**src/rtl/sfq_pipe_pkg.sv**
```systemverilog
`default_nettype none
// ============================================================================
//  Module      : sfq_pipe_pkg
//  Description : Shared constants and types for the path-balanced core
//                issue/capture front end.
//  Revision    : 1.0 - initial release
// ============================================================================
package sfq_pipe_pkg;

    // Default geometry of the 27-input / 6-output benchmark core class
    localparam int SFQ_IN_W       = 27;
    localparam int SFQ_OUT_W      = 6;
    localparam int SFQ_DEPTH      = 9;
    localparam int SFQ_FIFO_DEPTH = 16;
    localparam int SFQ_TAG_W      = 8;

    // Issue/drain controller states
    typedef enum logic [0:0] {
        ST_RUN   = 1'b0,
        ST_DRAIN = 1'b1
    } state_e;

    // One queued result: sequence tag above core output data
    typedef struct packed {
        logic [SFQ_TAG_W-1:0] tag;
        logic [SFQ_OUT_W-1:0] data;
    } result_t;

endpackage : sfq_pipe_pkg
`default_nettype wire

```
**src/rtl/sfq_pipe_fifo.sv**
```systemverilog
`default_nettype none
// ============================================================================
//  Module      : sfq_pipe_fifo
//  Description : Synchronous result FIFO with occupancy count and a head
//                entry read straight from the storage registers.
//  Revision    : 1.0 - initial release
// ============================================================================
module sfq_pipe_fifo #(
    parameter int WIDTH     = 14,
    parameter int N_ENTRIES = 16
) (
    input  logic                           clk,
    input  logic                           rst_n,
    input  logic                           i_push,
    input  logic [WIDTH-1:0]               i_wdata,
    input  logic                           i_pop,
    output logic [WIDTH-1:0]               o_rdata,
    output logic                           o_valid,
    output logic [$clog2(N_ENTRIES):0]     o_count
);

    localparam int AW = $clog2(N_ENTRIES);
    localparam int CW = AW + 1;

    logic [WIDTH-1:0] r_mem [N_ENTRIES];
    logic [AW-1:0]    r_wr_ptr;
    logic [AW-1:0]    r_rd_ptr;
    logic [CW-1:0]    r_count;

    logic w_empty;
    logic w_full;
    logic w_do_pop;
    logic w_do_push;

    assign w_empty   = (r_count == '0);
    assign w_full    = (r_count == CW'(N_ENTRIES));
    assign w_do_pop  = i_pop & ~w_empty;
    // A push into a full queue is only legal when the head leaves the same edge
    assign w_do_push = i_push & (~w_full | w_do_pop);

    // Storage, pointers and occupancy; storage is cleared so the head reads zero out of reset
    always_ff @(posedge clk) begin
        if (!rst_n) begin
            r_wr_ptr <= '0;
            r_rd_ptr <= '0;
            r_count  <= '0;
            for (int i = 0; i < N_ENTRIES; i++) begin
                r_mem[i] <= '0;
            end
        end else begin
            if (w_do_push) begin
                r_mem[r_wr_ptr] <= i_wdata;
                r_wr_ptr        <= r_wr_ptr + AW'(1);
            end
            if (w_do_pop) begin
                r_rd_ptr <= r_rd_ptr + AW'(1);
            end
            case ({w_do_push, w_do_pop})
                2'b10:   r_count <= r_count + CW'(1);
                2'b01:   r_count <= r_count - CW'(1);
                default: r_count <= r_count;
            endcase
        end
    end

    assign o_rdata = r_mem[r_rd_ptr];
    assign o_valid = ~w_empty;
    assign o_count = r_count;

endmodule : sfq_pipe_fifo
`default_nettype wire

```
**src/rtl/sfq_pipe_driver.sv**
```systemverilog
`default_nettype none
// ============================================================================
//  Module      : sfq_pipe_driver
//  Description : Issues one vector per cycle into a fixed-depth balanced core,
//                tracks in-flight slots, captures tagged results into a queue
//                and throttles issue with credits so no result is dropped.
//  Revision    : 1.0 - initial release
// ============================================================================
module sfq_pipe_driver
    import sfq_pipe_pkg::*;
#(
    parameter int IN_W       = SFQ_IN_W,
    parameter int OUT_W      = SFQ_OUT_W,
    parameter int DEPTH      = SFQ_DEPTH,
    parameter int FIFO_DEPTH = SFQ_FIFO_DEPTH,
    parameter int TAG_W      = SFQ_TAG_W
) (
    input  logic               clk,
    input  logic               rst_n,
    input  logic               in_valid,
    output logic               in_ready,
    input  logic [IN_W-1:0]    in_data,
    output logic [IN_W-1:0]    core_x,
    input  logic [OUT_W-1:0]   core_y,
    output logic               out_valid,
    input  logic               out_ready,
    output logic [OUT_W-1:0]   out_data,
    output logic [TAG_W-1:0]   out_tag,
    input  logic               flush,
    output logic               flush_done
);

    localparam int CNT_W  = $clog2(FIFO_DEPTH) + 1;
    localparam int PEND_W = $clog2(DEPTH + FIFO_DEPTH + 1);
    localparam int RES_W  = TAG_W + OUT_W;

    logic [IN_W-1:0]   r_core_x;
    logic [DEPTH-1:0]  r_inflight;
    logic [TAG_W-1:0]  r_tag_cnt;
    logic [TAG_W-1:0]  r_tag_pipe [DEPTH];
    state_e            r_state;

    state_e            w_state_nxt;
    logic              w_ready;
    logic              w_flush_done;
    logic              w_accept;
    logic              w_capture;
    logic              w_fifo_valid;
    logic [CNT_W-1:0]  w_fifo_count;
    logic [RES_W-1:0]  w_fifo_rdata;
    logic [PEND_W-1:0] w_inflight_cnt;
    logic [PEND_W-1:0] w_pending;

    assign w_accept  = in_valid & w_ready;
    assign w_capture = r_inflight[DEPTH-1];

    // Issue register, in-flight marker shift and tag shift; idle cycles drive zeros into the core
    always_ff @(posedge clk) begin
        if (!rst_n) begin
            r_core_x   <= '0;
            r_inflight <= '0;
            r_tag_cnt  <= '0;
            for (int i = 0; i < DEPTH; i++) begin
                r_tag_pipe[i] <= '0;
            end
        end else begin
            r_core_x      <= w_accept ? in_data : '0;
            r_inflight[0] <= w_accept;
            r_tag_pipe[0] <= r_tag_cnt;
            for (int i = 1; i < DEPTH; i++) begin
                r_inflight[i] <= r_inflight[i-1];
                r_tag_pipe[i] <= r_tag_pipe[i-1];
            end
            if (w_accept) begin
                r_tag_cnt <= r_tag_cnt + TAG_W'(1);
            end
        end
    end

    // Credits: every issued vector reserves a queue slot until it is popped
    always_comb begin
        w_inflight_cnt = '0;
        for (int i = 0; i < DEPTH; i++) begin
            w_inflight_cnt = w_inflight_cnt + PEND_W'(r_inflight[i]);
        end
        w_pending = w_inflight_cnt + PEND_W'(w_fifo_count);
    end

    // Controller state register
    always_ff @(posedge clk) begin
        if (!rst_n) begin
            r_state <= ST_RUN;
        end else begin
            r_state <= w_state_nxt;
        end
    end

    // Next state, issue permission and drain completion; ready is held low while reset is applied
    always_comb begin
        w_state_nxt  = r_state;
        w_ready      = 1'b0;
        w_flush_done = 1'b0;
        case (r_state)
            ST_RUN: begin
                w_ready = rst_n & (w_pending < PEND_W'(FIFO_DEPTH));
                if (flush) begin
                    w_state_nxt = ST_DRAIN;
                end
            end
            ST_DRAIN: begin
                if ((r_inflight == '0) && !w_fifo_valid) begin
                    w_flush_done = 1'b1;
                    w_state_nxt  = ST_RUN;
                end
            end
            default: begin
                w_state_nxt = ST_RUN;
            end
        endcase
    end

    sfq_pipe_fifo #(
        .WIDTH     (RES_W),
        .N_ENTRIES (FIFO_DEPTH)
    ) u_fifo (
        .clk     (clk),
        .rst_n   (rst_n),
        .i_push  (w_capture),
        .i_wdata ({r_tag_pipe[DEPTH-1], core_y}),
        .i_pop   (out_ready),
        .o_rdata (w_fifo_rdata),
        .o_valid (w_fifo_valid),
        .o_count (w_fifo_count)
    );

    assign in_ready   = w_ready;
    assign core_x     = r_core_x;
    assign out_valid  = w_fifo_valid;
    assign out_tag    = w_fifo_rdata[RES_W-1:OUT_W];
    assign out_data   = w_fifo_rdata[OUT_W-1:0];
    assign flush_done = w_flush_done;

endmodule : sfq_pipe_driver
`default_nettype wire
```
**config.mk**
```make
export PLATFORM = sky130hd
export DESIGN_NAME = sfq_pipe_driver
export DESIGN_NICKNAME = d
export VERILOG_FILES = /design/src/rtl/sfq_pipe_pkg.sv /design/src/rtl/sfq_pipe_fifo.sv /design/src/rtl/sfq_pipe_driver.sv
export SDC_FILE = /design/constraint.sdc
export NUM_CORES = 1
export LEC_CHECK = 0
export ABC_CLOCK_PERIOD_IN_PS = 3500
export BUFFER_PORTS_ARGS = -buffer_cell sky130_fd_sc_hd__buf_2
export CAP_MARGIN = 25
export CORE_MARGIN = 2
export CORE_UTILIZATION = 48
export CTS_BUF_LIST = sky130_fd_sc_hd__clkbuf_4 sky130_fd_sc_hd__clkbuf_8
export DETAILED_ROUTE_END_ITERATION = 8
export HOLD_SLACK_MARGIN = 0.05
export PLACE_DENSITY = 0.68
export SLEW_MARGIN = 5
export SYNTH_ARGS = -nofsm -noshare
export SYNTH_HDL_FRONTEND = slang
export SYNTH_SLANG_ARGS = --single-unit
```
**constraint.sdc**
```tcl
create_clock -name clk -period 3.5 [get_ports clk]
set_input_delay 0.875 -clock clk [delete_from_list [all_inputs] [get_ports clk]]
set_output_delay 0.875 -clock clk [all_outputs]
set_load 0.005 [all_outputs]
```
==> metrics.md <==
| Metric | Value |
|---|---|
| Wire per inst | `18.0 um` |
| Die width | `178 um` |
| Global-route wire length before repair | `44.4 mm` |
| Gr usage total | `18.3%` |
| Antenna violations before repair | `3` |
| Num CTS Buffers | `56` |
| CTS tree | `done` |
| Fillers | `2409` |
| Flops & latches, synth | `358` |
| Crit path launch | `r_inflight[0]` |
| Final min period | `4.28 ns` |
| Final Skew | `0.0379 ns` |
| Hold Path Class | `flip-flop to flip-flop` |
| IO buf count | `81` |
| XOR/XNOR Fraction of Synth Area | `0.601%` |
| Failing checks | `negative setup slack` |
| Row count | `63` |
| Slew Limit Fails | `0` |
| Crit path capture type | `primary output` |
| Htree depth | `2` |
| Die area | `31800 sq um` |
| Io pins | `82` |
| Detailed-route DRC error count | `0` |
| Worst VDD drop | `0.000409 V` |
| R2R Setup Slk | `0.09 ns` |
| Main combinational cell family by area after synthesis | `simple AND/OR/NAND/NOR gates` |
| Detailed placement HPWL | `18.0 mm` |
| Via Count | `7963` |
| CP Class | `flip-flop to primary output` |
| Async set or reset register ratio after synthesis | `0%` |
| Simple-gate share of the synthesized area | `17.5%` |
| Post-synth net total | `1064` |
| Critical path data arrival time | `3.40 ns` |
| Fin. Hold Viols | `0` |
| Hold_ws | `0.419 ns` |
| Pwr/cell area | `604 nW/um^2` |
| Worst path max stage delay | `0.54 ns` |
| Synth Area in Compound Gates | `1.49%` |
| CP required | `2.62 ns` |
| CTS max path bufs | `3` |
| RSZ-0062 raised after global routing | `true` |
| Total Wirelength | `27.8 mm` |
| Avg Inst Size Synth | `14.5 sq um` |
| Final nets | `1171` |
| Setup-failing EPs final | `1` |
| CP startpoint kind | `flip-flop` |
| Share of cells above drive strength 1 | `28.0%` |
| Fin area | `16700 sq um` |
| Clock latency on the worst-skew pair | `0.60 ns` |
| CP max FO | `2` |
| Crit-path slowest cell | `fa_1` |
| Vias per Instance | `5.16` |
| Mapped cell area | `14600 sq um` |
| Max Cap Viol | `0` |
| Reg2reg start | `r_inflight[0]` |
| Post-route ant nets | `0` |
| Mux cell area share after synthesis | `11.3%` |
| Worst slew margin | `31.3%` |
| Core Area | `29800 sq um` |
| Root buffer cell | `clkbuf_8` |
| Largest net degree at the start of global routing | `83` |
| HP Start | `r_tag_pipe[0][37]` |
| Worst slew pin tran | `1.03 ns` |
| Crit share post-route | `122%` |
| Worst-path cell chain | `fa_1 > inv_2 > fa_2 > inv_2 > fa_2 > ha_4 > nand3_2 > a22oi_2 > xor2_2 > nor3_2 > buf_2` |
| Area growth, synth to finish | `14.9%` |
| EDFF count, synth | `224` |
| RePlAce Congestion | `0.754` |
| Dominant synthesized flop cell | `edfxtp_1` |
| Sequential share of the synthesized area | `64.6%` |
| Vias in the first global route | `8110` |
| Cell variety after synth | `45` |
| Initial DRC count | `603` |
| Achievable Freq | `234 MHz` |
| Leak Pwr | `6.35 nW` |
| Status | `complete, but fails checks` |
| Post-synthesis adder-cell area fraction | `2.11%` |
| TritonRoute pass-1 iters | `4` |
| GR Overflow Total | `0` |
| Post-Syn Instances | `1005` |
| Setup slack after layout | `-0.780 ns` |
| Effective utilization at floorplan | `48.9%` |
| Synth warnings | `0` |
| CTS clk-pin slew, worst paths | `0.06 ns` |
| ANT cells | `0` |
| CTS sink count | `358` |
| Die H | `178 um` |
| Placed inst area | `15500 sq um` |
-- repair_timing --
action | 4_1_cts | 5_1_grt
endpoints found under the setup margin | 15 | 36
buffers inserted | 1 | 0
resized for setup | 2 | 6
pin swaps | 1 | 1
hold buffers | 0 | 0
endpoints found under the hold margin | 0 | 0
-- critical path, delay by kind of cell, from the launching register on --
kind | cells | cell delay, ns
buf+inv | 3 | 0.22
simple gates | 2 | 0.22
xor+xnor | 1 | 0.12
compound gates | 1 | 0.23
fa+ha+maj | 4 | 1.69
flops | 1 | 0.32
-- flip-flops by register name, indices dropped and copies added, names as in the netlist, named ones only --
name / cells
r_inflight: 9
u_fifo.o_count: 5
u_fifo.r_rd_ptr: 4
u_fifo.r_mem: 224
u_fifo.r_wr_ptr: 4
core_x: 27
r_tag_cnt: 8
r_tag_pipe: 72
r_state: 1
-- final cells by class --
cell class	count	area, sq um	area share, %
well taps	390	488	2.92
repair buffers	117	728	4.35
multi-input cells	562	4880	29.1
clock buffers	92	1100	6.56
clock inverters	7	70.1	0.419
inverters	17	63.8	0.381
flip-flops and latches	358	9420	56.2
-- synth_stat cells, types with 4 or more instances --
library cell    n  area (sq um)
a21oi_1         6          30.0
and2_1        303          1900
and3_1         28           175
buf_2          18          90.1
clkbuf_1       48           180
dfxtp_1       134          2680
edfxtp_1      224          6730
fa_1            6           120
ha_1           15           188
inv_1          17          63.8
mux2_2          4          45.0
mux4_2         70          1580
nand2_1        12          45.0
nand3_1         9          45.0
nor2_1         24          90.1
nor2_2         12          75.1
nor3_1          5          25.0
o21ai_0        21           105
xnor2_1         6          52.6
xor2_1          4          35.0
-- power breakdown --
part / switching (mW) / total [mW] / internal, mW / leakage, nW
Clock: 1.55 / 3.60 / 2.04 / 0.623
Combinational: 0.841 / 1.72 / 0.878 / 2.46
Sequential: 0.115 / 4.79 / 4.68 / 3.26
-- cells in the final DEF (no fill, tap or decap), types with 18 or more instances in the layout --
master,n
clkbuf_4,27
and2_1,303
clkbuf_8,65
and3_1,28
o21ai_1,18
mux4_2,70
buf_2,80
nor2_1,24
edfxtp_1,224
buf_4,33
dfxtp_1,131
-- routing by layer --
metal | GRT usage (%) | wire length, um | up-vias
met2 | 29.7 | 13100 | 186
met4 | 5.01 | 441 | 6
met3 | 4.41 | 1650 | 50
met5 | 0 | 32 | -
li1 | - | - | 3774
met1 | 24.9 | 12500 | 3947
-- metrics by stage --
stage               power [mW]  cells  worst slack [ns]  util [%]  setup TNS [ns]
global placement          6.56   1443            -0.189      52.1          -0.189
CTS                       10.2   1543            -0.839      56.1          -0.839
finish                    10.1   1543            -0.780      56.2          -0.780
global route              10.6   1543            -0.959      56.2           -1.18
floorplan                 6.02   1005           -0.0734         -         -0.0734
detailed placement        6.58   1443            -0.221      52.1          -0.221
-- final timing paths --
| kind | end | depth (start not counted) |
|---|---|---|
| worst max-delay path | in_ready | 11 |
| worst max register to register | r_tag_cnt[6] | 12 |
| worst min-delay path | r_tag_pipe[0][45] | 1 |
| worst min register to register | r_tag_pipe[0][45] | 1 |
-- cells by family after synthesis --
logic type | after synthesis
compound gates | 38
xor+xnor | 10
fa+ha+maj | 21
buf+inv | 85
flops | 358
mux | 77
simple gates | 416
(Power assumes the default switching activity.)
